**src/rtl/alu_ctrl_decoder.sv**
```systemverilog
// rtl/alu_ctrl_decoder.sv - RV32I decode stage producing ALU control codes behind a 2-entry skid buffer
module alu_ctrl_decoder #(
    parameter int TAG_WIDTH = 32
) (
    input  logic                 clk,
    input  logic                 reset,
    input  logic                 flush,
    input  logic                 in_valid,
    output logic                 in_ready,
    input  logic [31:0]          instr,
    input  logic [TAG_WIDTH-1:0] in_tag,
    output logic                 out_valid,
    input  logic                 out_ready,
    output logic [3:0]           alu_ctrl,
    output logic                 alu_src_imm,
    output logic                 is_branch,
    output logic                 branch_on_zero,
    output logic                 illegal,
    output logic [TAG_WIDTH-1:0] out_tag
);

    typedef struct packed {
        logic [3:0] ctrl;
        logic       imm;
        logic       br;
        logic       boz;
        logic       ill;
    } dec_t;

    typedef enum logic [1:0] {EMPTY, FULL, SKID} state_t;

    localparam logic [3:0] C_ADD  = 4'b0000, C_SUB  = 4'b0001, C_AND  = 4'b0010,
                           C_OR   = 4'b0011, C_SLL  = 4'b0100, C_SLT  = 4'b0101,
                           C_XOR  = 4'b0110, C_SRL  = 4'b0111, C_SRA  = 4'b1000,
                           C_SRAI = 4'b1001, C_BGE  = 4'b1100, C_BGEU = 4'b1101,
                           C_SLTU = 4'b1111;

    logic [6:0] opcode;
    logic [2:0] f3;
    logic [6:0] f7;
    logic       unused_fields;
    dec_t       dec;

    assign opcode        = instr[6:0];
    assign f3            = instr[14:12];
    assign f7            = instr[31:25];
    assign unused_fields = ^{instr[24:15], instr[11:7]};

    always_comb begin
        dec = '0;
        if (instr[1:0] != 2'b11) begin
            dec.ill = 1'b1;
        end else begin
            case (opcode)
                7'b0110011: begin
                    if (f7 == 7'b0000000) begin
                        case (f3)
                            3'b000:  dec.ctrl = C_ADD;
                            3'b001:  dec.ctrl = C_SLL;
                            3'b010:  dec.ctrl = C_SLT;
                            3'b011:  dec.ctrl = C_SLTU;
                            3'b100:  dec.ctrl = C_XOR;
                            3'b101:  dec.ctrl = C_SRL;
                            3'b110:  dec.ctrl = C_OR;
                            default: dec.ctrl = C_AND;
                        endcase
                    end else if (f7 == 7'b0100000 && f3 == 3'b000) begin
                        dec.ctrl = C_SUB;
                    end else if (f7 == 7'b0100000 && f3 == 3'b101) begin
                        dec.ctrl = C_SRA;
                    end else begin
                        dec.ill = 1'b1;
                    end
                end
                7'b0010011: begin
                    dec.imm = 1'b1;
                    case (f3)
                        3'b000:  dec.ctrl = C_ADD;
                        3'b010:  dec.ctrl = C_SLT;
                        3'b011:  dec.ctrl = C_SLTU;
                        3'b100:  dec.ctrl = C_XOR;
                        3'b110:  dec.ctrl = C_OR;
                        3'b111:  dec.ctrl = C_AND;
                        3'b001: begin
                            if (f7 == 7'b0000000) dec.ctrl = C_SLL;
                            else                  dec.ill  = 1'b1;
                        end
                        default: begin
                            if (f7 == 7'b0000000)      dec.ctrl = C_SRL;
                            else if (f7 == 7'b0100000) dec.ctrl = C_SRAI;
                            else                       dec.ill  = 1'b1;
                        end
                    endcase
                end
                7'b1100011: begin
                    dec.br = 1'b1;
                    case (f3)
                        3'b000: begin
                            dec.ctrl = C_SUB;
                            dec.boz  = 1'b1;
                        end
                        3'b001:  dec.ctrl = C_SUB;
                        3'b100:  dec.ctrl = C_SLT;
                        3'b101:  dec.ctrl = C_BGE;
                        3'b110:  dec.ctrl = C_SLTU;
                        3'b111:  dec.ctrl = C_BGEU;
                        default: dec.ill  = 1'b1;
                    endcase
                end
                7'b0000011, 7'b0100011, 7'b0110111, 7'b0010111, 7'b1101111: begin
                    dec.ctrl = C_ADD;
                    dec.imm  = 1'b1;
                end
                7'b1100111: begin
                    dec.ctrl = C_ADD;
                    dec.imm  = 1'b1;
                    if (f3 != 3'b000) dec.ill = 1'b1;
                end
                default: dec.ill = 1'b1;
            endcase
        end
        // An illegal bundle carries no control information beyond the flag itself.
        if (dec.ill) begin
            dec.ctrl = 4'b0000;
            dec.imm  = 1'b0;
            dec.br   = 1'b0;
            dec.boz  = 1'b0;
        end
    end

    state_t               state;
    dec_t                 out_dec;
    dec_t                 skid_dec;
    logic [TAG_WIDTH-1:0] skid_tag;
    logic                 in_xfer;
    logic                 out_xfer;

    assign in_xfer  = in_valid & in_ready;
    assign out_xfer = out_valid & out_ready;

    always_ff @(posedge clk) begin
        if (reset || flush) begin
            state     <= EMPTY;
            out_valid <= 1'b0;
            in_ready  <= 1'b1;
            out_dec   <= '0;
            out_tag   <= '0;
            skid_dec  <= '0;
            skid_tag  <= '0;
        end else begin
            case (state)
                EMPTY: begin
                    if (in_xfer) begin
                        out_dec   <= dec;
                        out_tag   <= in_tag;
                        out_valid <= 1'b1;
                        state     <= FULL;
                    end
                end
                FULL: begin
                    if (in_xfer && out_xfer) begin
                        out_dec <= dec;
                        out_tag <= in_tag;
                    end else if (in_xfer) begin
                        skid_dec <= dec;
                        skid_tag <= in_tag;
                        in_ready <= 1'b0;
                        state    <= SKID;
                    end else if (out_xfer) begin
                        out_valid <= 1'b0;
                        state     <= EMPTY;
                    end
                end
                SKID: begin
                    if (out_xfer) begin
                        out_dec  <= skid_dec;
                        out_tag  <= skid_tag;
                        in_ready <= 1'b1;
                        state    <= FULL;
                    end
                end
                default: begin
                    state     <= EMPTY;
                    out_valid <= 1'b0;
                    in_ready  <= 1'b1;
                end
            endcase
        end
    end

    assign alu_ctrl       = out_dec.ctrl;
    assign alu_src_imm    = out_dec.imm;
    assign is_branch      = out_dec.br;
    assign branch_on_zero = out_dec.boz;
    assign illegal        = out_dec.ill;

endmodule

```
**config.mk**
```make
export PLATFORM = sky130hd
export DESIGN_NAME = alu_ctrl_decoder
export DESIGN_NICKNAME = d
export VERILOG_FILES = /design/src/rtl/alu_ctrl_decoder.sv
export SDC_FILE = /design/constraint.sdc
export NUM_CORES = 1
export LEC_CHECK = 0
export BUFFER_PORTS_ARGS = -buffer_cell sky130_fd_sc_hd__buf_2
export CAP_MARGIN = 0
export CORE_MARGIN = 2
export CORE_UTILIZATION = 40
export DETAILED_ROUTE_END_ITERATION = 7
export MAX_ROUTING_LAYER = met4
export PLACE_DENSITY = 0.63
export SYNTH_ARGS = -nofsm -noshare
export SYNTH_HDL_FRONTEND = slang
export SYNTH_SLANG_ARGS = --single-unit
```
**constraint.sdc**
```tcl
create_clock -name clk -period 3.9 [get_ports clk]
set_input_delay 0.195 -clock clk [delete_from_list [all_inputs] [get_ports clk]]
set_output_delay 0.195 -clock clk [all_outputs]
set_load 0.02 [all_outputs]
```
==> results of run 1 <==
==> area by class of cell <==
type                       instances  share of cell area (%)
clock buffer                      10                    2.82
inverter                           6                   0.498
timing repair buffer             100                    11.3
sequential                        84                    37.2
multi-input combinational        364                    43.1
clock inverter                     6                    1.44
tap                              129                    3.57
==> cells in the mapped netlist (2+ instances only) <==
library cell / count / area (sq um)
nand3b_1: 2 / 15.0
nand3_1: 9 / 45.0
o22ai_1: 2 / 12.5
a221oi_2: 2 / 30.0
nand2_1: 145 / 544
or3_1: 2 / 12.5
nor3b_1: 4 / 30.0
a211oi_1: 2 / 15.0
and3b_1: 3 / 26.3
a311oi_1: 33 / 289
a32o_1: 4 / 40.0
buf_2: 9 / 45.0
o21ai_1: 4 / 20.0
dfxtp_1: 84 / 1680
a21boi_0: 2 / 15.0
nor2b_1: 4 / 25.0
buf_4: 4 / 30.0
a31oi_1: 5 / 31.3
a21oi_1: 51 / 255
buf_6: 4 / 45.0
nor2_2: 2 / 12.5
nor2_1: 45 / 169
clkbuf_1: 19 / 71.3
o21ai_0: 13 / 65.1
nor3_1: 2 / 10.0
a2111oi_2: 2 / 30.0
nand2b_1: 3 / 18.8
inv_1: 6 / 22.5
==> stage by stage <==
step / instance area, sq um / std cells / hold slack (ps)
floorplan: 3850 / 492 / 331
global placement: 4330 / 683 / 442
detailed placement: 4330 / 683 / 447
CTS: 4520 / 699 / 65.4
global route: 4520 / 699 / 72.0
finish: 4520 / 699 / 79.1
==> power groups by stage <==
stage	Sequential, uW	Combinational (uW)	Clock [uW]
after detailed placement	915	219	0
after floorplan	936	122	0
final	894	217	619
after global placement	914	215	0
after CTS	894	219	632
after global routing	897	244	663
==> layer usage <==
| metal | share of wire (%) | global-route usage (%) | vias to the layer above |
|---|---|---|---|
| met5 | 0 | - | - |
| met4 | 1.9 | 8.10 | 0 |
| met3 | 5.0 | 3.01 | 15 |
| met2 | 45 | 27.8 | 107 |
| met1 | 48 | 24.4 | 1654 |
| li1 | - | - | 1861 |
==> worst paths after layout <==
| check | start | end | slack (ps) | cells after the start |
|---|---|---|---|---|
| min reg2reg | skid_tag[3]$_SDFFE_PP0P_ | skid_tag[3]$_SDFFE_PP0P_ | 460 | 2 |
| max reg2reg | state[1]$_SDFFE_PP0P_ | branch_on_zero$_SDFFE_PP0P_ | 1810 | 6 |
| max | state[1]$_SDFFE_PP0P_ | branch_on_zero$_SDFFE_PP0P_ | 1810 | 6 |
| min | in_tag[21] | skid_tag[21]$_SDFFE_PP0P_ | 80 | 3 |
==> cell families (layout without fill, tap and decap cells) <==
kind of cell,count (synthesis),count (layout),synth area share (%)
AND/OR/NAND/NOR,229,229,25.7
AO/OA/AOI/OAI,133,133,23.8
flip-flops,84,84,43.7
buffers and inverters,44,122,6.27
XOR/XNOR,1,1,0.227
multiplexers,1,1,0.260
==> sequential cells by signal, summed over array words and instances (netlist names) <==
register	flops
in_ready	1
skid_dec	8
illegal	1
out_valid	1
skid_tag	32
out_tag	32
branch_on_zero	1
alu_ctrl	4
state	2
is_branch	1
alu_src_imm	1
==> critical path, cell delays in order (launching register included) <==
cell and delay (ps):
dfxtp_1 400, nand3b_1 330, o22ai_4 470, buf_4 420, o311ai_1 170, o21ai_1 120
nor2_1 50
==> flow_metrics.py, run 1 <==
metrics = {
    "run_status": {
        "outcome": "finished clean",
    },
    "clock_network": {
        "post_cts_buffers": 0,
        "cts_tree": "built",
        "clock_latency_ps": 350,
        "cts.clk_slew.worst_paths_ps": 90,
        "hold_buffers": 0,
        "cts_root_buf": "clkbuf_8",
        "htree_num_levels": 3,
        "cts_buffers": 9,
        "cts_resized": 0,
        "cts_max_path_buffers": 2,
        "cts_sinks": 84,
    },
    "synthesis": {
        "synth_ff_type": "dfxtp_1",
        "async_reset_ff_share_pct": 0,
        "synth-edff-count": 0,
        "ys_ff_latch": 84,
        "synth_cell_types": 53,
        "yosys_warnings": 0,
        "synth_seq_area_share_pct": 43.7,
        "synthCells": 492,
        "synth.cell_area_sq_mm": 0.00385,
        "syn-num-nets": 561,
        "syn_area_per_cell_sq_um": 7.83,
    },
    "sta": {
        "setup_ws_ps": 1810,
        "setup_tns_ps": 0,
        "clock_skew_ps": 11.4,
        "grt_setup_unrepaired": "no",
        "slew_violations": 0,
        "hold_viol": 0,
        "relSlewSlack_pct": 31.6,
        "fin_crit_sh_pct": 53.6,
        "tightest_slew_ps": 1020,
        "fin_crit_ps": 2090,
        "setup_violations": 0,
        "max_freq_mhz": 479,
    },
    "detailed_routing": {
        "drtAntennaViolNets": 0,
        "vias": 3637,
        "first_pass_iters": 5,
        "drtIter0Drc": 177,
        "wl_per_cell_microns": 13.4,
        "viasPerCell": 5.20,
        "drc": 0,
        "routed_wl_microns": 9350,
    },
    "placed_design": {
        "dp_slack_ps": 1820,
        "hpwl_microns": 6090,
        "portBuffers": 95,
        "place_congestion": 0.869,
    },
    "floorplanning": {
        "die_area_sq_mm": 0.0104,
        "initial_utilization_pct": 41.5,
        "die_h_microns": 102,
        "rows": 35,
        "io_pins": 111,
        "die_w_microns": 102,
        "core_sq_mm": 0.00928,
    },
    "global_routing": {
        "track_usage_pct": 18.4,
        "grt_max_degree": 46,
        "grt_pass1_vias": 3182,
        "antenna_found_initial": 0,
        "overflow": 0,
        "grt_pass1_wl_microns": 15000,
    },
    "layout": {
        "final_cell_mix": "nand2_1, buf_2, dfxtp_1",
        "final-seq-area_sq_mm": 0.00168,
        "diodes": 0,
        "fillers": 962,
        "mostFrequentLayoutCell": "nand2_1",
        "multi_input_area_sq_mm": 0.00195,
        "area_growth_pct": 17.4,
        "final_nets": 634,
        "layout-drive-gt1-share_pct": 22.8,
        "post-route-util_pct": 48.7,
    },
    "critical_path": {
        "crit_path_start_kind": "register",
        "crit_arrival_ps": 2320,
        "endpoint_kind": "register",
        "cp.required_ps": 4130,
        "critPathKind": "reg -> reg",
        "path_max_fanout": 33,
    },
    "power_and_ir_drop": {
        "p_per_area_mw_per_mm2": 383,
        "p_sw_uw": 478,
        "p_int_uw": 1250,
        "power_uw": 1730,
        "pwr-share-seq_pct": 51.7,
        "combPwrFrac_pct": 12.6,
        "p_clk_share_pct": 35.8,
        "swShare_pct": 27.6,
        "peakVddDrop_mv": 0.153,
        "leakage_uw": 0.00176,
    },
    "run": {
        "drv_cap": 0,
    },
    "hold_path": {
        "hold_path.class": "in -> reg",
    },
}
Power figures use the tool's default switching activity.
==> inputs of run 2 (changes only) <==
--- a/config.mk
+++ b/config.mk
@@ -5,6 +5,7 @@
 export SDC_FILE = /design/constraint.sdc
 export NUM_CORES = 1
 export LEC_CHECK = 0
+export ABC_AREA = 1
 export BUFFER_PORTS_ARGS = -buffer_cell sky130_fd_sc_hd__buf_2
 export CAP_MARGIN = 0
 export CORE_MARGIN = 2
==> constraint.sdc (replaced) <==
create_clock -name clk -period 2 [get_ports clk]
set_input_delay 0.1 -clock clk [delete_from_list [all_inputs] [get_ports clk]]
set_output_delay 0.1 -clock clk [all_outputs]
set_load 0.02 [all_outputs]
==> run 2 against run 1 <==
Against the previous run: clock power grew 81%; die area shrank 2.2%; sequential share of layout area rose by 0.54 points; total power up 93%; routed wire length decreased by 3.7%; critical path type unchanged; combinational power is 110% higher; first-iteration DRC count fell by 7.9%; critical path depth grew 2; fmax up 22%; clock skew grew 1.1 ps.
==> flow_metrics.py, run 2 <==
metrics = {
    "run_status": {
        "outcome": "finished clean",
    },
    "synthesis": {
        "synthCells": 525,
        "async_reset_ff_share_pct": 0,
        "syn_area_per_cell_sq_um": 7.17,
        "synth_seq_area_share_pct": 44.7,
        "synth_cell_types": 31,
        "yosys-top-cells-count": "nand2_1, nor2_1, dfxtp_1",
        "synth_ff_type": "dfxtp_1",
        "synth-edff-count": 0,
        "synth.cell_area_sq_mm": 0.00376,
        "synth.most_common_cell": "nand2_1",
        "yosys_warnings": 0,
        "syn-num-nets": 594,
        "ys_ff_latch": 84,
        "synth_top_area_share_pct": 44.7,
        "yosys.area.top_type": "dfxtp_1",
        "yosys-top-cells-area": "dfxtp_1, nand2_1, nor2_1",
    },
    "power_and_ir_drop": {
        "p_per_area_mw_per_mm2": 749,
        "leakage_uw": 0.00197,
        "p_int_uw": 2380,
        "peakVddDrop_mv": 0.413,
        "p_clk_share_pct": 33.5,
        "p_sw_uw": 959,
        "swShare_pct": 28.7,
        "power_uw": 3340,
        "pwr-share-seq_pct": 52.8,
        "combPwrFrac_pct": 13.7,
    },
    "global_routing": {
        "grt_max_degree": 73,
        "grt_pass1_wl_microns": 15100,
        "grt_pass1_vias": 3329,
        "track_usage_pct": 18.9,
        "overflow": 0,
        "antenna_found_initial": 0,
    },
    "clock_network": {
        "post_cts_buffers": 0,
        "cts_max_path_buffers": 2,
        "htree_num_levels": 3,
        "cts_resized": 0,
        "cts_tree": "built",
        "hold_buffers": 0,
        "cts.clk_slew.worst_paths_ps": 90,
        "cts_sinks": 84,
        "clock_latency_ps": 360,
        "cts_root_buf": "clkbuf_8",
        "cts_buffers": 9,
    },
    "floorplanning": {
        "core_sq_mm": 0.00920,
        "rows": 35,
        "die_h_microns": 101,
        "die_area_sq_mm": 0.0102,
        "initial_utilization_pct": 40.9,
        "die_w_microns": 101,
        "io_pins": 111,
    },
    "critical_path": {
        "crit_path_start_kind": "register",
        "path_max_fanout": 72,
        "regToRegStartpoint": "in_ready$_SDFFE_PP1P_",
        "path_cells": "nand2_2 -> nor2_2 -> inv_1 -> o21ai_2 -> nand2_4 -> inv_6 -> o21ai_0 -> a31oi_1",
        "endpoint_kind": "register",
        "crit_arrival_ps": 2010,
        "cpPeakStageDelay_ps": 400,
        "cp.required_ps": 2290,
        "critPathKind": "reg -> reg",
        "crit_path_top_delay_cell": "inv_6",
        "cp-startpoint": "in_ready$_SDFFE_PP1P_",
    },
    "detailed_routing": {
        "routed.top_layer": "met4",
        "wl_met1_microns": 4050,
        "wl_per_cell_microns": 12.4,
        "drc": 0,
        "vias": 3609,
        "viasPerCell": 4.97,
        "wl_met3_microns": 482,
        "wl_met2_microns": 4380,
        "drtIter0Drc": 163,
        "routed_wl_microns": 9010,
        "first_pass_iters": 4,
        "drtAntennaViolNets": 0,
    },
    "hold_path": {
        "hp-start": "in_tag[20]",
        "hold_path.class": "in -> reg",
    },
    "sta": {
        "setup_tns_ps": 0,
        "fin_crit_ps": 1720,
        "max_freq_mhz": 582,
        "setup_violations": 0,
        "relSlewSlack_pct": 66.7,
        "clock_skew_ps": 12.6,
        "hold_viol": 0,
        "tightest_slew_ps": 499,
        "grt_setup_unrepaired": "no",
        "fin_crit_sh_pct": 86.0,
        "slew_violations": 0,
    },
    "layout": {
        "diodes": 0,
        "final_nets": 679,
        "fillers": 952,
        "final_cell_mix": "nand2_1, buf_2, nor2_1",
        "area_growth_pct": 18.4,
        "reg_top3": "out_tag: 32 flops, skid_tag: 32 flops, skid_dec: 8 flops",
        "layout-drive-gt1-share_pct": 23.6,
        "mostFrequentLayoutCell": "nand2_1",
    },
    "placed_design": {
        "place_congestion": 0.877,
        "portBuffers": 95,
        "hpwl_microns": 6020,
    },
    "run": {
        "drv_cap": 0,
    },
}
## run 2: cell types whose count changed after synthesis, moves of 6 or more
cell / delta
clkbuf_1: -6
a31oi_1: +29
a21oi_1: -29
nor2_1: +43
nand2_1: -39
o21ai_1: +36
a311oi_1: -33
o21ai_0: +33
inv_2: +6
inv_1: +17
nand3_1: +8
## run 2: worst paths after layout
check / to / slack (ps) / depth (start not counted)
worst max-delay path: out_tag[7]$_SDFFE_PP0P_ / 280 / 8
worst min-delay path: skid_tag[20]$_SDFFE_PP0P_ / 7 / 3
worst max register to register: out_tag[7]$_SDFFE_PP0P_ / 280 / 8
worst min register to register: out_tag[22]$_SDFFE_PP0P_ / 470 / 2
## run 2: routing by layer
| metal | global-route usage (%) | vias to the layer above |
|---|---|---|
| li1 | - | 1913 |
| met1 | 22.2 | 1604 |
| met2 | 32.6 | 84 |
| met3 | 3.81 | 8 |
| met4 | 5.41 | 0 |
| met5 | - | - |
## run 2: logic make-up after synthesis
group           synth area share [%]
buf+inv                         8.51
flops                           44.7
simple gates                    25.4
compound gates                  21.4
## run 2: stage by stage
stage               hold slack, ps  setup WS (ps)  cell area [sq um]  instances  utilization (%)
detailed placement             375            293               4260        709             46.3
floorplan                      259            542               3760        525                -
global placement               369            320               4260        709             46.3
global route                  8.46           15.7               4460        726             48.5
finish                        6.94            281               4460        726             48.5
CTS                          0.324            264               4450        725             48.4
## run 2: critical path: cells and delay by family, from the launching register on
family	cells	cell delay, ps
buffers and inverters	2	470
and+or+nand+nor	3	340
DFF	1	370
AOI/OAI and AO/OA	3	460
## run 2: power groups by stage
stage          Sequential, uW  Combinational, uW  Clock, uW
4_1_cts                  1760                460       1150
3_3_place_gp             1800                455          0
3_5_place_dp             1800                459          0
5_1_grt                  1770                520       1230
6_report                 1760                458       1120
2_1_floorplan            1850                260          0
## run 2: area by class of cell
type	count	area (sq um)	share of cell area, %
Clock buffer	10	138	3.09
Clock inverter	6	48.8	1.09
Inverter	32	126	2.84
Multi-Input combinational cell	378	1770	39.7
Sequential cell	84	1680	37.7
Tap cell	111	139	3.12
Timing Repair Buffer	105	553	12.4
==> inputs of run 3 (changes only) <==
--- a/config.mk
+++ b/config.mk
@@ -12,7 +12,7 @@
 export CORE_UTILIZATION = 40
 export DETAILED_ROUTE_END_ITERATION = 7
 export MAX_ROUTING_LAYER = met4
-export PLACE_DENSITY = 0.63
+export PLACE_DENSITY = 0.61
 export SYNTH_ARGS = -nofsm -noshare
 export SYNTH_HDL_FRONTEND = slang
 export SYNTH_SLANG_ARGS = --single-unit
==> run 3 against run 2 <==
Against the previous run: sequential power about the same; non-clock buffer count up 9; register-to-register slack is essentially flat; fmax about the same; clock power is essentially flat; design area rose by 3.1%; combinational power grew 8.5%; total power is 1.8% higher; worst setup slack worse by 1.0 ps; first-iteration DRC count shrank 11%; routed wire length is 3.5% higher; critical path depth grew 2; highest routed layer unchanged.
==> flow_metrics.py, run 3 (synthesized netlist as in run 2, its figures left out) <==
metrics = {
    "critical_path": {
        "endpoint_kind": "register",
        "cp.required_ps": 2250,
        "crit_arrival_ps": 1970,
        "path_max_fanout": 29,
        "cp-startpoint": "state[1]$_SDFFE_PP0P_",
        "critPathKind": "reg -> reg",
        "cpPeakStageDelay_ps": 410,
        "crit_path_start_kind": "register",
        "crit_path_top_delay_cell": "dfxtp_1",
        "regToRegStartpoint": "state[1]$_SDFFE_PP0P_",
        "path_cells": "inv_2 -> nor2_4 -> nand2_1 -> nand2_1 -> inv_2 -> nand2_4 -> inv_6 -> buf_12 -> o21ai_1 -> a31oi_1",
    },
    "layout": {
        "final_cell_mix": "nand2_1, buf_2, nor2_1",
        "area_growth_pct": 22.0,
        "post-route-util_pct": 49.9,
        "mostFrequentLayoutCell": "nand2_1",
        "fillers": 937,
        "reg_top3": "out_tag: 32 flops, skid_tag: 32 flops, skid_dec: 8 flops",
        "final_nets": 688,
        "diodes": 0,
        "layout-drive-gt1-share_pct": 23.2,
    },
    "sta": {
        "slew_violations": 0,
        "tightest_slew_ps": 653,
        "setup_tns_ps": 0,
        "fin_crit_sh_pct": 86.0,
        "grt_setup_unrepaired": "no",
        "max_freq_mhz": 581,
        "fin_crit_ps": 1720,
        "setup_violations": 0,
        "relSlewSlack_pct": 56.4,
        "hold_viol": 0,
        "clock_skew_ps": 9.37,
    },
    "clock_network": {
        "cts_sinks": 84,
        "htree_num_levels": 3,
        "cts.clk_slew.worst_paths_ps": 100,
        "cts_tree": "built",
        "cts_buffers": 9,
        "cts_root_buf": "clkbuf_8",
        "clock_latency_ps": 370,
        "cts_max_path_buffers": 2,
        "post_cts_buffers": 0,
    },
    "floorplanning": {
        "rows": 35,
        "io_pins": 111,
        "die_area_sq_mm": 0.0102,
        "core_sq_mm": 0.00920,
        "die_w_microns": 101,
        "die_h_microns": 101,
        "initial_utilization_pct": 40.9,
    },
    "power_and_ir_drop": {
        "p_per_area_mw_per_mm2": 740,
        "power_uw": 3400,
        "leakage_uw": 0.00203,
        "peakVddDrop_mv": 0.294,
    },
    "placed_design": {
        "hpwl_microns": 6370,
        "place_congestion": 0.848,
        "portBuffers": 95,
    },
    "detailed_routing": {
        "wl_per_cell_microns": 12.7,
        "drtIter0Drc": 145,
        "drc": 0,
        "first_pass_iters": 4,
        "drtAntennaViolNets": 0,
        "vias": 3654,
        "routed_wl_microns": 9320,
        "viasPerCell": 4.97,
    },
    "global_routing": {
        "grt_pass1_wl_microns": 15200,
        "antenna_found_initial": 0,
        "track_usage_pct": 19.3,
        "grt_pass1_vias": 3218,
        "grt_max_degree": 49,
        "overflow": 0,
    },
    "hold_path": {
        "hold_path.class": "in -> reg",
        "hp-start": "in_tag[21]",
    },
    "run_status": {
        "outcome": "finished clean",
    },
    "run": {
        "drv_cap": 0,
    },
}
-- run 3: cell types whose count changed in the layout (fill, tap and decap cells not counted), sizes merged --
cell	previous run	this run
clkinv	4	5
dlygate4sd3	1	10
clkinvlp	3	1
clkbuf	10	9
inv	31	33
-- run 3: through the flow --
stage                     setup slack, ps  std cells  hold slack, ps  area (sq um)
final                                 280        735            3.53          4590
after global routing                 82.1        735            3.50          4590
after CTS                             271        735          0.0880          4590
after detailed placement              281        709             376          4310
after global placement                341        709             371          4310
after floorplan                       542        525             259          3760
-- run 3: report_power, final --
| part | leakage, uW | total, uW | switching, uW | internal, uW |
|---|---|---|---|---|
| sequential | 0.000683 | 1760 | 31.1 | 1730 |
| clock | 0.0000921 | 1140 | 668 | 470 |
| combinational | 0.00126 | 497 | 312 | 186 |
| total | 0.00203 | 3400 | 1010 | 2390 |
-- run 3: layout make-up --
cell class,count,area [sq um],area share [%]
clock inverter,7,58.8,1.28
inverter,32,126,2.75
multi-input combinational,378,1770,38.5
tap,111,139,3.02
timing repair buffer,114,693,15.1
clock buffer,9,124,2.70
sequential,84,1680,36.6
-- run 3: worst max-delay path: cells and delay by family, from the launching register on --
family / cells / cell delay [ps]
AND/OR/NAND/NOR: 4 / 580
flip-flops: 1 / 410
AO/OA/AOI/OAI: 2 / 180
buffers and inverters: 4 / 430
-- run 3: per-layer routing --
| metal | GRT usage, % | up-vias | share of wire (%) |
|---|---|---|---|
| li1 | - | 1938 | - |
| met2 | 31.5 | 90 | 47 |
| met3 | 3.81 | 12 | 4.4 |
| met5 | - | - | 0 |
| met4 | 6.86 | 0 | 1.9 |
| met1 | 23.8 | 1614 | 47 |
-- run 3: path summary, 6_finish.rpt --
check | cells after the start | end | slack (ps)
setup reg to reg | 10 | out_tag[27]$_SDFFE_PP0P_ | 280
hold reg to reg | 2 | branch_on_zero$_SDFFE_PP0P_ | 470
hold / removal | 3 | out_tag[21]$_SDFFE_PP0P_ | 4
setup / recovery | 10 | out_tag[27]$_SDFFE_PP0P_ | 280
-- run 3: what timing repair did --
action | CTS | global route
hold endpoints to repair | 14 | 0
hold buffers | 10 | 0
resized for setup | 0 | 0
